## src/rtl/note_pkg.sv

```systemverilog
// Shared types and screen constants for the note scroller.
// Imported by the scroller top and its helpers.
package note_pkg;

  typedef enum logic [2:0] {
    IDLE,
    DRAW,
    WAIT_FRAME,
    ERASE,
    MOVE
  } state_t;

  localparam int SCREEN_W    = 160;
  localparam int SCREEN_H    = 120;
  localparam int SQUARE_SIZE = 4;

  localparam logic [2:0] COLOUR_BLACK = 3'b000;

endpackage

```

## src/rtl/note_scroller_if.sv

```systemverilog
// Square request bus from the note scroller to the 4x4 drawer.
// Values are held stable for the whole sweep after each go pulse.
interface note_scroller_if;

  logic [7:0] sq_x;
  logic [6:0] sq_y;
  logic [2:0] sq_colour;
  logic       sq_go;

  modport master (
    output sq_x,
    output sq_y,
    output sq_colour,
    output sq_go
  );

  modport slave (
    input sq_x,
    input sq_y,
    input sq_colour,
    input sq_go
  );

endinterface

```

## src/rtl/tick_counter.sv

```systemverilog
// Loadable down-counter; done is high once the count reaches zero.
// Loading N-1 makes done rise on the Nth cycle after the load.
module tick_counter #(
  parameter int W = 20
) (
  input  logic         clk,
  input  logic         reset,
  input  logic         load,
  input  logic [W-1:0] value,
  output logic         done
);

  logic [W-1:0] cnt;

  always_ff @(posedge clk) begin
    if (reset) begin
      cnt <= '0;
    end else if (load) begin
      cnt <= value;
    end else if (cnt != '0) begin
      cnt <= cnt - 1'b1;
    end
  end

  assign done = (cnt == '0);

endmodule

```

## src/rtl/note_scroller.sv

```systemverilog
// Moves one note sprite left along a lane, erasing and redrawing
// it each frame, and reports hit (scored) or expiry (missed).
module note_scroller
  import note_pkg::*;
#(
  parameter int FRAME_TICKS = 833333,
  parameter int DRAW_HOLD   = 17,
  parameter int START_X     = 156,
  parameter int LANE_Y      = 56,
  parameter int HIT_X       = 16,
  parameter int STEP        = 1
) (
  input  logic             clk,
  input  logic             reset,
  input  logic             spawn,
  input  logic [2:0]       spawn_colour,
  input  logic             hit,
  note_scroller_if.master  drw,
  output logic             active,
  output logic [7:0]       note_x,
  output logic             scored,
  output logic             missed
);

  localparam int MAXT =
    (FRAME_TICKS > DRAW_HOLD) ? FRAME_TICKS : DRAW_HOLD;
  localparam int CW = $clog2(MAXT + 1);

  localparam logic [CW-1:0] HOLD_LD  = CW'(DRAW_HOLD - 1);
  localparam logic [CW-1:0] FRAME_LD = CW'(FRAME_TICKS - 1);
  localparam logic [8:0]    EXP_LIM  = 9'(HIT_X + STEP);
  localparam logic [7:0]    X0       = 8'(START_X);
  localparam logic [6:0]    Y0       = 7'(LANE_Y);
  localparam logic [7:0]    DX       = 8'(STEP);

  state_t        state;
  logic [2:0]    colour;
  logic          hit_latch;
  logic          load;
  logic [CW-1:0] ld_val;
  logic          done;
  logic [7:0]    nx;
  logic          expire;

  assign nx     = note_x - DX;
  assign expire = ({1'b0, note_x} < EXP_LIM);

  always_comb begin
    load   = 1'b0;
    ld_val = HOLD_LD;
    case (state)
      IDLE:       load = spawn;
      DRAW: begin
        load   = done;
        ld_val = FRAME_LD;
      end
      WAIT_FRAME: load = done;
      MOVE:       load = 1'b1;
      default:    load = 1'b0;
    endcase
  end

  tick_counter #(
    .W(CW)
  ) u_tick (
    .clk  (clk),
    .reset(reset),
    .load (load),
    .value(ld_val),
    .done (done)
  );

  always_ff @(posedge clk) begin
    if (reset) begin
      state         <= IDLE;
      note_x        <= '0;
      colour        <= '0;
      hit_latch     <= 1'b0;
      active        <= 1'b0;
      scored        <= 1'b0;
      missed        <= 1'b0;
      drw.sq_x      <= '0;
      drw.sq_y      <= '0;
      drw.sq_colour <= '0;
      drw.sq_go     <= 1'b0;
    end else begin
      drw.sq_go <= 1'b0;
      scored    <= 1'b0;
      missed    <= 1'b0;
      if (hit && active) hit_latch <= 1'b1;
      case (state)
        IDLE: begin
          if (spawn) begin
            note_x        <= X0;
            colour        <= spawn_colour;
            hit_latch     <= 1'b0;
            active        <= 1'b1;
            drw.sq_go     <= 1'b1;
            drw.sq_x      <= X0;
            drw.sq_y      <= Y0;
            drw.sq_colour <= spawn_colour;
            state         <= DRAW;
          end
        end
        DRAW: begin
          if (done) state <= WAIT_FRAME;
        end
        WAIT_FRAME: begin
          if (done) begin
            drw.sq_go     <= 1'b1;
            drw.sq_x      <= note_x;
            drw.sq_y      <= Y0;
            drw.sq_colour <= COLOUR_BLACK;
            state         <= ERASE;
          end
        end
        ERASE: begin
          if (done) begin
            // a pending hit wins over expiry on the same frame
            if (hit_latch) begin
              scored    <= 1'b1;
              hit_latch <= 1'b0;
              active    <= 1'b0;
              state     <= IDLE;
            end else if (expire) begin
              missed    <= 1'b1;
              hit_latch <= 1'b0;
              active    <= 1'b0;
              state     <= IDLE;
            end else begin
              state <= MOVE;
            end
          end
        end
        MOVE: begin
          note_x        <= nx;
          drw.sq_go     <= 1'b1;
          drw.sq_x      <= nx;
          drw.sq_y      <= Y0;
          drw.sq_colour <= colour;
          state         <= DRAW;
        end
        default: state <= IDLE;
      endcase
    end
  end

endmodule

```

## src/flat_wrapper.sv

```systemverilog
// flat-port wrapper written by rule: the top's interface ports become plain ports
module note_scroller_flat import note_pkg::*;
#(
  parameter int FRAME_TICKS = 833333,
  parameter int DRAW_HOLD   = 17,
  parameter int START_X     = 156,
  parameter int LANE_Y      = 56,
  parameter int HIT_X       = 16,
  parameter int STEP        = 1
)
  (clk, reset, spawn, spawn_colour, hit, active, note_x, scored, missed, drw_sq_x, drw_sq_y, drw_sq_colour, drw_sq_go);
  note_scroller_if drw_i ();
  input  logic clk;
  input  logic reset;
  input  logic spawn;
  input  logic [2:0] spawn_colour;
  input  logic hit;
  output logic active;
  output logic [7:0] note_x;
  output logic scored;
  output logic missed;
  output wire logic [$bits(drw_i.sq_x)-1:0] drw_sq_x;
  output wire logic [$bits(drw_i.sq_y)-1:0] drw_sq_y;
  output wire logic [$bits(drw_i.sq_colour)-1:0] drw_sq_colour;
  output wire logic [$bits(drw_i.sq_go)-1:0] drw_sq_go;
  assign drw_sq_x = drw_i.sq_x;
  assign drw_sq_y = drw_i.sq_y;
  assign drw_sq_colour = drw_i.sq_colour;
  assign drw_sq_go = drw_i.sq_go;
  note_scroller #(.FRAME_TICKS(FRAME_TICKS), .DRAW_HOLD(DRAW_HOLD), .START_X(START_X), .LANE_Y(LANE_Y), .HIT_X(HIT_X), .STEP(STEP)) u_core (.clk(clk), .reset(reset), .spawn(spawn), .spawn_colour(spawn_colour), .hit(hit), .drw(drw_i), .active(active), .note_x(note_x), .scored(scored), .missed(missed));
endmodule
```

## config.mk

```make
export PLATFORM = sky130hd
export DESIGN_NAME = note_scroller_flat
export DESIGN_NICKNAME = d
export VERILOG_FILES = /design/src/rtl/note_pkg.sv /design/src/rtl/note_scroller_if.sv /design/src/rtl/tick_counter.sv /design/src/rtl/note_scroller.sv /design/src/flat_wrapper.sv
export SDC_FILE = /design/constraint.sdc
export NUM_CORES = 1
export LEC_CHECK = 0
export ABC_CLOCK_PERIOD_IN_PS = 3200
export CAP_MARGIN = 10
export CORE_MARGIN = 2
export CORE_UTILIZATION = 50
export DETAILED_ROUTE_END_ITERATION = 10
export DONT_BUFFER_PORTS = 1
export PLACE_DENSITY = 0.62
export SLEW_MARGIN = 20
export SYNTH_ARGS = -nofsm -noshare
export SYNTH_HDL_FRONTEND = slang
export SYNTH_SLANG_ARGS = --single-unit
```

## constraint.sdc

```tcl
create_clock -name clk -period 3.2 [get_ports clk]
set_input_delay 0.64 -clock clk [delete_from_list [all_inputs] [get_ports clk]]
set_output_delay 0.64 -clock clk [all_outputs]
set_load 0.05 [all_outputs]
```

==> results.md <==
- YS warnings: 0
- Clock Skews: 6.22 ps
- ANT nets after route: 0
- R2R Path End: u_core.hit_latch
- VDD IR max: 0.000622 V
- Simple-gate share of the synthesized area: 0.272
- GPL Wtd Cong: 0.969
- Vias post-DR: 2,236
- Clock latency on the worst-skew pair: 310 ps
- Number of remaining DRC errors: 0
- CP Max Fanout: 7
- FF-to-FF setup slack: 690 ps
- Clk pin slew, worst setup/hold paths: 90 ps
- WL per Instance: 16.4 um
- Seq/Total Area, Yosys: 0.402
- Fin area: 2680 sq um
- Final setup fails: 0
- Worst setup SP type: flip-flop
- HP Class: input port to flip-flop
- Cell row count: 25
- Most common flop cell mapped by yosys: dfxtp_1
- Initial Utilization: 0.528
- Total routed wirelength: 6130 um
- Period utilization: 0.784
- Post-Synth Adder-Cell Area: 0.00984
- Clk buf depth: 2
- Pins over their slew limit: 0
- Height of the chip: 75.3 um
- Avg Cell Area, Syn: 8.20 sq um
- Pwr dens: 1120 nW/um^2
- Fraction of layout cells with a size suffix above 1: 0.101
- Max Cap Viol: 0
- DR vias/cell: 5.99
- Post-CTS Hold Fix Bufs: 0
- Max incr delay on CP: 530 ps
- Layout area overhead: 5.22%
- Cells along the critical path: inv_1 > ha_1 > or3b_2 > a2111oi_0 > buf_4 > nor2_1 > o2111ai_1 > a21boi_0
- Setup CP Type: flip-flop to flip-flop
- NumNets Final: 314
- Yosys reg bits: 51
- Largest family of logic cells by synthesized area: simple AND/OR/NAND/NOR gates
- CP endpoint kind: flip-flop
- CP required: 3400 ps
- Worst slew margin: 0.461
- CTS tree: yes
- Hold worst-path end: u_core.state[0]
- Critical Path AT: 2710 ps
- Post-cts resize count: 0
- Io pins: 37
- Slowest cell on the critical path: a2111oi_0
- Synth Instances: 310
- Grt ovf: 0
- Final hold violation count: 0
- Post-DP HPWL: 4420 um
- Num Clock Sinks: 51
- RSZ-0062 raised after global routing: no
- Leakage: 0.957 nW
- Distinct cells, synth: 47
- Achievable frequency: 399 MHz
- Hold path cells: 1
- Compound-Gate Fraction of Synth Area: 0.213
- Xor and xnor area share after synthesis: 0.0482
- Fill cells: 481
- Period minus WS final: 2510 ps
- Wire length of the first global-routing pass: 9910 um
- Vias in the first global route: 1,979
- EDFF count, synth: 0
- DP Area: 2590 sq um
- Ant. Diodes: 0
- Die width: 75.3 um
- Status: finished clean
- Hold path start: reset
- Reg2Reg Launch Point: u_core.note_x[0]
- Largest net degree at the start of global routing: 27
- Post-synthesis mux area share: 0
- Post-CTS setup repair buffer count: 0
- Initial antenna violation count: 0
- H-tree Lvls: 2
- Mapped Area: 2540 sq um
- Gr usage total: 0.232
- Async SR Flop Fraction: 0
- Sum of negative setup slack: 0 ps
- Core area: 4820 sq um
- Total die area: 5670 sq um
- CTS Buf Count: 5
- DR iter-0 viols: 108
- I/O Buffers: 0
- Root Driver: clkbuf_8
- DRT Pass-1 Iters: 4
- Hold slack: 392 ps
- Worst reg2reg path depth: 8
- Slew @ Worst Pin: 807 ps
==> layout make-up <==
type | instances | area, sq um | share of cell area
Clock buffer | 6 | 72.6 | 0.0271
Clock inverter | 2 | 12.5 | 0.00468
Inverter | 6 | 22.5 | 0.00842
Multi-Input combinational cell | 232 | 1400 | 0.522
Sequential cell | 51 | 1020 | 0.382
Tap cell | 67 | 83.8 | 0.0313
Timing Repair Buffer | 9 | 67.6 | 0.0253
==> kinds of logic after synthesis <==
| group | count (synthesis) |
|---|---|
| buffers and inverters | 30 |
| adder cells (fa/ha/maj) | 2 |
| flip-flops | 51 |
| AND/OR/NAND/NOR | 123 |
| AO/OA/AOI/OAI | 89 |
| other | 1 |
| XOR/XNOR | 14 |
==> cells in the mapped netlist, drive strengths merged, types with 2 or more instances <==
library cell,number,share of area
nand2,17,0.025
nand3,9,0.018
or4,5,0.018
o211ai,2,0.0059
ha,2,0.0098
dfxtp,51,0.40
a21oi,40,0.079
a31o,5,0.017
nor4b,2,0.0069
or3,9,0.023
a31oi,4,0.0098
o31ai,6,0.018
nor3b,5,0.015
nor2b,2,0.0049
xnor2,11,0.038
a311oi,4,0.014
or3b,3,0.010
nor3,14,0.028
and3,5,0.012
buf,8,0.022
and2,2,0.0054
nor4,8,0.026
clkbuf,16,0.024
a211oi,3,0.0089
o21a,6,0.018
nor2,30,0.044
o21ai,15,0.030
nand4,6,0.015
inv,6,0.0089
xor2,3,0.010
==> worst max-delay path, delay by kind of cell (launching register included) <==
family	cells	cell delay (ps)
AOI/OAI and AO/OA	3	800
adders and majority gates	1	180
buffers and inverters	2	340
DFF	1	520
and+or+nand+nor	2	560
==> power by group <==
| part | switching (mW) | internal, mW |
|---|---|---|
| Sequential | 0.473 | 0.810 |
| Clock | 0.216 | 0.153 |
| Combinational | 0.774 | 0.563 |
==> worst max path at each step <==
stage | startpoint | to | slack, ps | cells past startpoint
after detailed placement | u_core.note_x[0] | u_core.hit_latch | 720 | 8
after global placement | u_core.note_x[0] | u_core.hit_latch | 720 | 8
after global routing | u_core.note_x[0] | u_core.hit_latch | 520 | 8
after floorplan | u_core.note_x[0] | u_core.hit_latch | 880 | 7
after CTS | u_core.note_x[0] | u_core.hit_latch | 700 | 8
final | u_core.note_x[0] | u_core.hit_latch | 690 | 8
==> layer usage <==
layer	GRT usage	vias up	routed length, um
met3	0.0728	9	427
met4	0.0585	0	61
li1	-	1122	-
met5	0	-	0
met1	0.342	1057	3120
met2	0.330	48	2520
==> flip-flops by register name (all words and copies together) (netlist names) <==
register,cells
u_core.active,1
u_core.colour,3
u_core.drw.sq_colour,3
u_core.drw.sq_go,1
u_core.drw.sq_x,8
u_core.drw.sq_y,1
u_core.hit_latch,1
u_core.missed,1
u_core.note_x,8
u_core.scored,1
u_core.state,3
u_core.u_tick.cnt,20
==> metrics by stage <==
stage          setup slack, ps   util  total power [mW]  instances
2_1_floorplan              877      -              2.32        313
3_3_place_gp               718  0.538              2.61        365
3_5_place_dp               716  0.538              2.62        365
4_1_cts                    701  0.555              2.99        373
5_1_grt                    522  0.555              3.21        373
6_report                   692  0.555              2.99        373
==> cells in the final DEF (no fill, tap or decap), types with 6 or more instances in the layout <==
cell / n
a21oi_1: 40
buf_4: 9
dfxtp_1: 51
inv_1: 6
nand2_1: 17
nand3_1: 9
nand4_1: 6
nor2_1: 30
nor3_1: 14
nor4_1: 7
o21a_1: 6
o21ai_0: 14
o31ai_1: 6
or3_1: 8
xnor2_1: 11
No activity file was read; power rests on OpenSTA's default activity.
